<file path="config.mk">
export PLATFORM = sky130hd
export DESIGN_NAME = uart_tx_arbiter
export DESIGN_NICKNAME = d
export VERILOG_FILES = /design/src/rtl/uart_tx_arbiter.sv
export SDC_FILE = /design/constraint.sdc
export NUM_CORES = 1
export LEC_CHECK = 0
export CORE_UTILIZATION = 35
export DETAILED_ROUTE_END_ITERATION = 10
export HOLD_SLACK_MARGIN = 0.03
export PLACE_DENSITY = 0.67
export SYNTH_ARGS = -nofsm -noshare
export SYNTH_HDL_FRONTEND = slang
export SYNTH_SLANG_ARGS = --single-unit
</file>
<file path="constraint.sdc">
create_clock -name clk -period 1.8 [get_ports clk]
set_input_delay 0.27 -clock clk [delete_from_list [all_inputs] [get_ports clk]]
set_output_delay 0.27 -clock clk [all_outputs]
set_load 0.01 [all_outputs]
</file>
<file path="src/rtl/uart_tx_arbiter.sv">
// uart_tx_arbiter: shares one UART data-register write port between NREQ
// byte-stream requesters. Round-robin at message granularity: a holder keeps
// the UART until it flags a byte last, reaches MAX_BURST bytes, or stays idle
// for HOLD_TIMEOUT cycles.
// Optional build macro UART_ARB_TAG_EN: every grant is prefixed with the two
// tag bytes '0'+id and ':' sent through the normal write handshake.
module uart_tx_arbiter #(
  parameter int NREQ         = 4,
  parameter int MAX_BURST    = 16,
  parameter int HOLD_TIMEOUT = 1000
) (
  input  logic              clk,
  input  logic              reset,
  input  logic [NREQ-1:0]   req_valid,
  input  logic [8*NREQ-1:0] req_data,
  input  logic [NREQ-1:0]   req_last,
  output logic [NREQ-1:0]   req_ready,
  output logic              uart_dat_we,
  output logic [31:0]       uart_dat_di,
  input  logic              uart_dat_wait,
  output logic              grant_valid,
  output logic [2:0]        grant_id,
  output logic              busy
);

  localparam logic [7:0]  BURST_LIMIT = 8'(MAX_BURST);
  localparam logic [15:0] HOLD_LAST   = 16'(HOLD_TIMEOUT - 1);

  typedef enum logic [2:0] {
    IDLE    = 3'd0,
    CAPTURE = 3'd1,
    SEND    = 3'd2,
    HOLD    = 3'd3
`ifdef UART_ARB_TAG_EN
    ,
    TAG0    = 3'd4,
    TAG1    = 3'd5
`endif
  } state_e;

  state_e      state_q, state_d;
  logic        grant_valid_q, grant_valid_d;
  logic [2:0]  grant_id_q, grant_id_d;
  logic [2:0]  rr_ptr_q, rr_ptr_d;
  logic [7:0]  burst_cnt_q, burst_cnt_d;
  logic [15:0] idle_cnt_q, idle_cnt_d;
  logic [7:0]  byte_q, byte_d;
  logic        last_q, last_d;
  logic        we_q, we_d;
  logic        busy_q, busy_d;

  logic            cur_valid_s;
  logic [7:0]      cur_data_s;
  logic            cur_last_s;
  logic [2:0]      pick_s;
  logic            release_s;
  logic [NREQ-1:0] req_ready_s;

  // First requester with valid set at or after ptr, wrapping to the lowest index.
  function automatic logic [2:0] rr_pick(input logic [NREQ-1:0] v, input logic [2:0] ptr);
    logic [2:0] sel;
    sel = 3'd0;
    for (int i = NREQ - 1; i >= 0; i--) begin
      if (v[i]) sel = 3'(i);
    end
    for (int i = NREQ - 1; i >= 0; i--) begin
      if (v[i] && (3'(i) >= ptr)) sel = 3'(i);
    end
    return sel;
  endfunction

  // Pointer to the requester after id, modulo NREQ.
  function automatic logic [2:0] next_ptr(input logic [2:0] id);
    return (id >= 3'(NREQ - 1)) ? 3'd0 : id + 3'd1;
  endfunction

  // One-hot decode of a requester index.
  function automatic logic [NREQ-1:0] onehot(input logic [2:0] id);
    logic [NREQ-1:0] oh;
    for (int i = 0; i < NREQ; i++) oh[i] = (id == 3'(i));
    return oh;
  endfunction

  // Mux out the current holder's request lines and the next arbitration winner.
  always_comb begin
    cur_valid_s = 1'b0;
    cur_data_s  = 8'h00;
    cur_last_s  = 1'b0;
    for (int i = 0; i < NREQ; i++) begin
      cur_valid_s = cur_valid_s | (req_valid[i] & (grant_id_q == 3'(i)));
      cur_last_s  = cur_last_s  | (req_last[i]  & (grant_id_q == 3'(i)));
      cur_data_s  = cur_data_s  | (req_data[8*i +: 8] & {8{grant_id_q == 3'(i)}});
    end
    pick_s = rr_pick(req_valid, rr_ptr_q);
  end

  // Next-state logic for the grant FSM, counters and latched byte.
  always_comb begin
    state_d       = state_q;
    grant_valid_d = grant_valid_q;
    grant_id_d    = grant_id_q;
    rr_ptr_d      = rr_ptr_q;
    burst_cnt_d   = burst_cnt_q;
    idle_cnt_d    = idle_cnt_q;
    byte_d        = byte_q;
    last_d        = last_q;
    release_s     = 1'b0;
    req_ready_s   = {NREQ{1'b0}};
    case (state_q)
      IDLE: begin
        if (|req_valid) begin
          grant_id_d    = pick_s;
          grant_valid_d = 1'b1;
`ifdef UART_ARB_TAG_EN
          state_d       = TAG0;
          byte_d        = 8'h30 + {5'b00000, pick_s};
`else
          state_d       = CAPTURE;
`endif
        end else begin
          state_d = IDLE;
        end
      end
`ifdef UART_ARB_TAG_EN
      TAG0: begin
        if (!uart_dat_wait) begin
          byte_d  = 8'h3A;
          state_d = TAG1;
        end else begin
          state_d = TAG0;
        end
      end
      TAG1: begin
        if (!uart_dat_wait) begin
          state_d = CAPTURE;
        end else begin
          state_d = TAG1;
        end
      end
`endif
      CAPTURE: begin
        if (cur_valid_s) begin
          byte_d      = cur_data_s;
          last_d      = cur_last_s;
          req_ready_s = onehot(grant_id_q);
          burst_cnt_d = (burst_cnt_q < BURST_LIMIT) ? burst_cnt_q + 8'd1 : burst_cnt_q;
          state_d     = SEND;
        end else begin
          state_d = HOLD;
        end
      end
      SEND: begin
        if (!uart_dat_wait) begin
          if (last_q || (burst_cnt_q == BURST_LIMIT)) begin
            release_s = 1'b1;
          end else begin
            state_d = CAPTURE;
          end
        end else begin
          state_d = SEND;
        end
      end
      HOLD: begin
        if (cur_valid_s) begin
          idle_cnt_d = 16'd0;
          state_d    = CAPTURE;
        end else if (idle_cnt_q >= HOLD_LAST) begin
          release_s = 1'b1;
        end else begin
          idle_cnt_d = idle_cnt_q + 16'd1;
        end
      end
      default: begin
        release_s = 1'b1;
      end
    endcase
    // Release hands the UART back and moves the round-robin pointer past the holder.
    if (release_s) begin
      state_d       = IDLE;
      grant_valid_d = 1'b0;
      rr_ptr_d      = next_ptr(grant_id_q);
      burst_cnt_d   = 8'd0;
      idle_cnt_d    = 16'd0;
    end else begin
      rr_ptr_d = rr_ptr_q;
    end
`ifdef UART_ARB_TAG_EN
    we_d   = (state_d == SEND) || (state_d == TAG0) || (state_d == TAG1);
`else
    we_d   = (state_d == SEND);
`endif
    busy_d = (state_d != IDLE);
  end

  // State and output registers; reset drops the write strobe and discards the latched byte.
  always_ff @(posedge clk) begin
    if (reset) begin
      state_q       <= IDLE;
      grant_valid_q <= 1'b0;
      grant_id_q    <= 3'd0;
      rr_ptr_q      <= 3'd0;
      burst_cnt_q   <= 8'd0;
      idle_cnt_q    <= 16'd0;
      byte_q        <= 8'h00;
      last_q        <= 1'b0;
      we_q          <= 1'b0;
      busy_q        <= 1'b0;
    end else begin
      state_q       <= state_d;
      grant_valid_q <= grant_valid_d;
      grant_id_q    <= grant_id_d;
      rr_ptr_q      <= rr_ptr_d;
      burst_cnt_q   <= burst_cnt_d;
      idle_cnt_q    <= idle_cnt_d;
      byte_q        <= byte_d;
      last_q        <= last_d;
      we_q          <= we_d;
      busy_q        <= busy_d;
    end
  end

  assign req_ready   = req_ready_s;
  assign uart_dat_we = we_q;
  assign uart_dat_di = {24'h000000, byte_q};
  assign grant_valid = grant_valid_q;
  assign grant_id    = grant_id_q;
  assign busy        = busy_q;

endmodule

</file>
==> impl_results.md, run 1 <==
* Status: complete, but fails checks
* Failing checks: design-rule violations, negative setup slack
* Vias in the first global route at 2148
* Fin area at 3632 sq um
* Req. time, crit path at 1.53 ns
* Clock Sinks at 43
* Hpwl dp at 4426 um
* Mapped Cells at 285
* Clock tree buffer depth at 2
* Die ar. at 7195 sq um
* Syn Area/Cell at 8.425 sq um
* Async S/R FF share, synth at 0
* Max_cap viols at 0
* Ant diodes at 0
* Crit-path max FO at 5
* CP Capture Type: output pin
* Core ar. at 6495 sq um
* Critical Path Start Type: register
* Port bufs at 59
* Post-synth EDFFs at 0
* Setup violators final at 7
* Aggregate routed wire length at 6205 um
* Hold Path Depth at 2
* Clock transition at path regs at 0.08 ns
* Fill count at 579
* Vias at 2357
* Area Growth Syn to Fin at 51.28%
* Layout cells sized above 1 at 0.2668
* R2R Path Start: grant_id[0]
* Worst-Skew Late Latency at 0.30 ns
* Largest net degree at the start of global routing at 19
* Grt total ovfl at 0
* Min-delay src: burst_cnt_q[7]
* Final period utilization at 1.054
* Reg2Reg Depth at 10
* Worst hold-check path type: register to register
* All-Layer GR Usage at 0.1696
* CTS Buf Count at 5
* DR WL/cell at 13.40 um
* 1st-pass router iterations at 7
* Worst Slack Setup Final at -0.09748 ns
* Post-synthesis register bit count at 43
* Vias/cell at 5.091
* Commonest cells after routing, fill and taps aside: clkdlybuf4s50_1 (55), buf_4 (40), dfxtp_1 (37)
* Post-synthesis cell type count at 49
* Max Slew Vio Count at 0
* Placed cell area at 3247 sq um
* Unrepaired setup endpoints after global routing: true
* Max Fclk at 527.0 MHz
* CP cell instances: inv_4, ha_4, a22oi_2, and2_4, nor3_4, and2_1, buf_2
* Hold_ws at 0.4292 ns
* Fin crit period at 1.897 ns
* Slowest-stage cell, CP: dfxtp_4
* I/O pin count at 85
* Final ANT Viol Nets at 0
* Initial Utilization at 0.3697
* Final hold vios at 0
* Critical Path Source: grant_id[0]
* Clock skew at 0.004935 ns
* Total Nets Final at 436
* Pwr dens at 591.5 nW/um^2
* Leading cell type in the layout, fill and taps excluded: clkdlybuf4s50_1
* TritonCTS clock tree: built
* WP data arrival at 1.63 ns
* Synth Flop Type: dfxtp_1
* Global-route wire length before repair at 9818 um
* Chip width at 84.83 um
* Placer congestion estimate at 0.7758
* H-tree levels at 2
* Die H at 84.83 um
* Type of the worst setup path: register to output pin
* Seq/Total Area, Yosys at 0.3585
* Worst VDD drop at 0.3779 mV
* Initial antenna violation count at 0
* Synthesized area at 2401 sq um
* Num rows at 29
* YS warnings at 0
* Clk root buf: clkbuf_8
* DRC at 4
* Max stage delay on crit path at 0.39 ns
* Hold Buf Count CTS at 0
* LEAKAGE at 0.001342 uW
* First DRT Iteration DRCs at 110
[sequential cells by signal (all words and copies together), names as in the netlist]
register	flops
idle_cnt_q	16
grant_id	2
state_q	3
grant_valid	1
uart_dat_we	1
byte_q	8
busy	1
last_q	1
rr_ptr_q	2
burst_cnt_q	8
[through the flow]
step / setup slack (ns) / TNS [ns] / power [uW] / cells / util
global route: -0.1654 / -1.790 / 2234 / 463 / 0.5592
CTS: -0.1179 / -0.4591 / 2130 / 458 / 0.5325
global placement: -0.4235 / -6.980 / 1368 / 449 / 0.4999
detailed placement: -0.4650 / -8.698 / 1372 / 449 / 0.4999
floorplan: -0.02026 / -0.02026 / 1206 / 310 / -
finish: -0.09748 / -0.4654 / 2149 / 463 / 0.5592
[cells in the mapped netlist (3+ instances only)]
library cell | count | area [sq um]
nand3_1 | 8 | 40.04
o31ai_1 | 3 | 22.52
and3_1 | 5 | 31.28
a22oi_1 | 20 | 150.1
nor3_1 | 6 | 30.03
and2_1 | 7 | 43.79
ha_1 | 7 | 87.58
or3_1 | 4 | 25.02
dfxtp_1 | 43 | 860.8
a311oi_1 | 9 | 78.83
a21oi_1 | 18 | 90.09
buf_4 | 27 | 202.7
clkbuf_1 | 7 | 26.28
nand2_1 | 16 | 60.06
a31oi_1 | 8 | 50.05
inv_1 | 18 | 67.56
nor2_1 | 37 | 138.9
[worst max-delay path, delay by kind of cell (launching register included)]
family | cells | cell delay (ns)
fa+ha+maj | 1 | 0.15
simple gates | 3 | 0.39
flops | 1 | 0.39
compound gates | 1 | 0.20
buf+inv | 2 | 0.18
[power breakdown]
part / switching [uW] / internal, uW / total, uW
clock network: 336 / 406 / 742
logic: 188 / 237 / 425
registers: 16.2 / 966 / 982
total: 540 / 1610 / 2150
[cells by family (layout without fill, tap and decap cells)]
family / after synthesis / after routing / share of synthesized area
adders and majority gates: 7 / 7 / 0.03648
xor gates and xnor gates: 3 / 3 / 0.01095
DFF: 43 / 43 / 0.3585
and+or+nand+nor: 98 / 98 / 0.2032
buffers and inverters: 54 / 130 / 0.1303
AOI/OAI and AO/OA: 77 / 77 / 0.2507
other: 1 / 26 / 0.001562
muxes: 2 / 2 / 0.008338
[metal layers]
layer	track usage	vias up	wire length [um]
li1	-	1184	-
met1	0.2103	1107	2789
met2	0.2986	57	3149
met3	0.02529	9	168
met4	0.06317	0	98
met5	0	-	0
[layout make-up]
cell class	instances	area, sq um	area share
Clock buffer	5	68.82	0.01895
Clock inverter	2	37.54	0.01033
Inverter	18	72.57	0.01998
Multi-Input combinational cell	213	1536	0.4230
Sequential cell	43	873.3	0.2404
Tap cell	77	96.34	0.02652
Timing Repair Buffer	105	947.2	0.2608
[path summary, 6_finish.rpt]
check | endpoint | slack [ns]
setup / recovery | req_ready[1] | -0.1
hold / removal | burst_cnt_q[7] | 0.43
setup reg to reg | idle_cnt_q[2] | -0.05
hold reg to reg | burst_cnt_q[7] | 0.43
[timing repair]
action,4_1_cts,5_1_grt
resized for setup,40,34
cloned,0,1
endpoints found under the setup margin,42,28
buffers inserted,2,5
pin swaps,7,21
endpoints found under the hold margin,0,0
Note: power is estimated with default switching activity, not from simulation.
==> run 2: changes to the inputs <==
GPL_TIMING_DRIVEN = 0   (was default)
SKIP_LAST_GASP = 1   (was default)
==> run 2 against run 1 <==
The run still ends with design-rule violations, negative setup slack left. Clock skew fell by 0.0014 ns. Cell count rose by 2.6%. Sequential share of layout area fell by 0.93 points. Sequential power barely moved. Utilization rose by 2.2 points. Setup slack got worse by 0.20 ns. Largest cell class unchanged.
==> impl_results.md, run 2 (synthesis results as in run 1) <==
* Clk root buf: clkbuf_8
* Initial Utilization at 0.3697
* Max Fclk at 476.3 MHz
* Critical Path Start Type: register
* CP cell instances: buf_6, ha_4, a22oi_2, and2_4, nor3_4, clkbuf_8, and2_4, buf_6
* Grt met3 use at 0.02821
* Initial antenna violation count at 0
* R2R Path Start: grant_id[0]
* Status: complete, but fails checks
* Hold EP: burst_cnt_q[6]
* Layout cells sized above 1 at 0.2714
* Total Nets Final at 447
* Final ANT Viol Nets at 0
* LEAKAGE at 0.001421 uW
* Placed Instances at 446
* Failing checks: design-rule violations, negative setup slack
* Unrepaired setup endpoints after global routing: true
* Hpwl dp at 4349 um
* Max reg flops at 16
* CP Capture Type: output pin
* Worst Slack Setup Final at -0.2996 ns
* Reg2Reg Depth at 10
* Fin area at 3772 sq um
* Vias at 2384
* Aggregate routed wire length at 6633 um
* Seq. cell area at 872.1 sq um
* H-tree levels at 2
* DR WL/cell at 13.96 um
* Req. time, crit path at 1.53 ns
* Placer congestion estimate at 0.7610
* Type of the worst setup path: register to output pin
* DRC at 4
* Max stage delay on crit path at 0.38 ns
* Ant diodes at 0
* Worst r2r dst: idle_cnt_q[9]
* WP data arrival at 1.83 ns
* All-Layer GR Usage at 0.1796
* Pwr dens at 624.5 nW/um^2
* Worst-Margin Slew at 0.7213 ns
* Area Growth Syn to Fin at 57.11%
* Fill count at 588
* Clock tree buffer depth at 2
* Most Crowded Layer GR: met2
* Max_cap viols at 0
* Design Power at 2356 uW
* DP Worst Slack at -1.002 ns
* Slowest-stage cell, CP: dfxtp_4
* Most flops, register: idle_cnt_q
* M2 GR Usage at 0.3296
* Fin crit period at 2.100 ns
* Placed cell area at 3187 sq um
* Global-route wire length before repair at 10390 um
* Final hold vios at 0
* Min-delay src: burst_cnt_q[6]
* Final period utilization at 1.166
* TritonCTS clock tree: built
* Clock transition at path regs at 0.08 ns
* 1st-pass router iterations at 10
* Core ar. at 6495 sq um
* Port bufs at 59
* Max Slew Vio Count at 0
* Worst hold-check path type: register to register
* Commonest cells after routing, fill and taps aside: clkdlybuf4s50_1 (53), buf_4 (43), dfxtp_1 (38)
* Final std cells w/o fill at 475
* Clock Sinks at 43
* Grt total ovfl at 0
* Worst VDD drop at 0.5372 mV
* Die ar. at 7195 sq um
* Footprint of the multi-input gates at 1550 sq um
* Num rows at 29
* Biggest regs: idle_cnt_q (16), burst_cnt_q (8), byte_q (8)
* I/O pin count at 85
* Worst-Skew Late Latency at 0.30 ns
* Headroom to the max-slew limit at 0.5139
* Leading cell type in the layout, fill and taps excluded: clkdlybuf4s50_1
* Hold Buf Count CTS at 0
* Buffers & Inverters on Critical Path at 3
* Flop-to-flop setup slack at -0.15 ns
* Hold Path Depth at 2
* Clock skew at 0.003555 ns
* Setup violators final at 20
* Final core utilization at 0.5808
* Vias/cell at 5.019
* CP top delay family: simple AND/OR/NAND/NOR gates
* Chip width at 84.83 um
* Met1 GRT Util at 0.2178
* CTS Buf Count at 5
* Vias in the first global route at 2263
* First DRT Iteration DRCs at 103
* Crit-path max FO at 5
* Largest net degree at the start of global routing at 15
* Die H at 84.83 um
==> run 2: cell types whose count changed in the layout (fill, tap and decap cells not counted), sizes merged <==
cell           change
clkbuf             +7
buf                +3
clkdlybuf4s50      -2
bufinv             +1
dlygate4sd2        +1
dlymetal6s2s       +1
o21bai             +1
==> run 2: repair_timing <==
action / CTS / global route
pin swaps: 13 / 11
resized for setup: 52 / 28
gates cloned: 2 / 1
setup endpoints to repair: 42 / 43
setup buffers: 16 / 6
==> run 2: worst max path at each step <==
| stage | startpoint | end | slack [ns] | cells past startpoint |
|---|---|---|---|---|
| floorplan | idle_cnt_q[0] | grant_valid | -0.02 | 7 |
| global placement | req_valid[0] | req_ready[3] | -1.00 | 7 |
| detailed placement | req_valid[0] | req_ready[2] | -1.00 | 7 |
| CTS | grant_id[0] | req_ready[1] | -0.25 | 8 |
| global route | grant_id[0] | req_ready[3] | -0.35 | 8 |
| finish | grant_id[0] | req_ready[3] | -0.30 | 8 |
==> run 2: through the flow <==
| stage | TNS [ns] | hold slack (ns) |
|---|---|---|
| after floorplan | -0.02026 | 0.3421 |
| after global placement | -14.87 | 0.4159 |
| after detailed placement | -15.71 | 0.4204 |
| after CTS | -1.296 | 0.4335 |
| after global routing | -5.291 | 0.4662 |
| final | -2.449 | 0.4436 |
==> run 2: area by class of cell <==
class,instances,share of cell area
tap,77,0.02554
clock buffer,5,0.01824
buffer,35,0.06832
inverter,18,0.01924
clock inverter,3,0.01791
multi-input combinational,214,0.4109
sequential,43,0.2312
timing repair buffer,80,0.2086
==> run 2: worst min-delay path: cells and delay by family, from the launching register on <==
kind	cells	cell delay [ns]
DFF	1	0.32
buffers and inverters	1	0.05
and+or+nand+nor	1	0.03
==> run 2: report_power, final <==
part	switching [uW]	internal (uW)
Clock	350	553
Combinational	203	266
Sequential	17.4	966
Total	570	1790
==> run 2: layer usage <==
layer	wire, um	vias to the layer above	part of all wire
met4	28	0	0.0042
met5	0	-	0
met2	3468	57	0.52
met1	2905	1117	0.44
met3	231	4	0.035
li1	-	1206	-
==> run 3: changes to the inputs <==
GPL_ROUTABILITY_DRIVEN = 0   (was default)
==> results of run 3 <==
No change in the layout: final DEF, timing and power equal those of run 2.
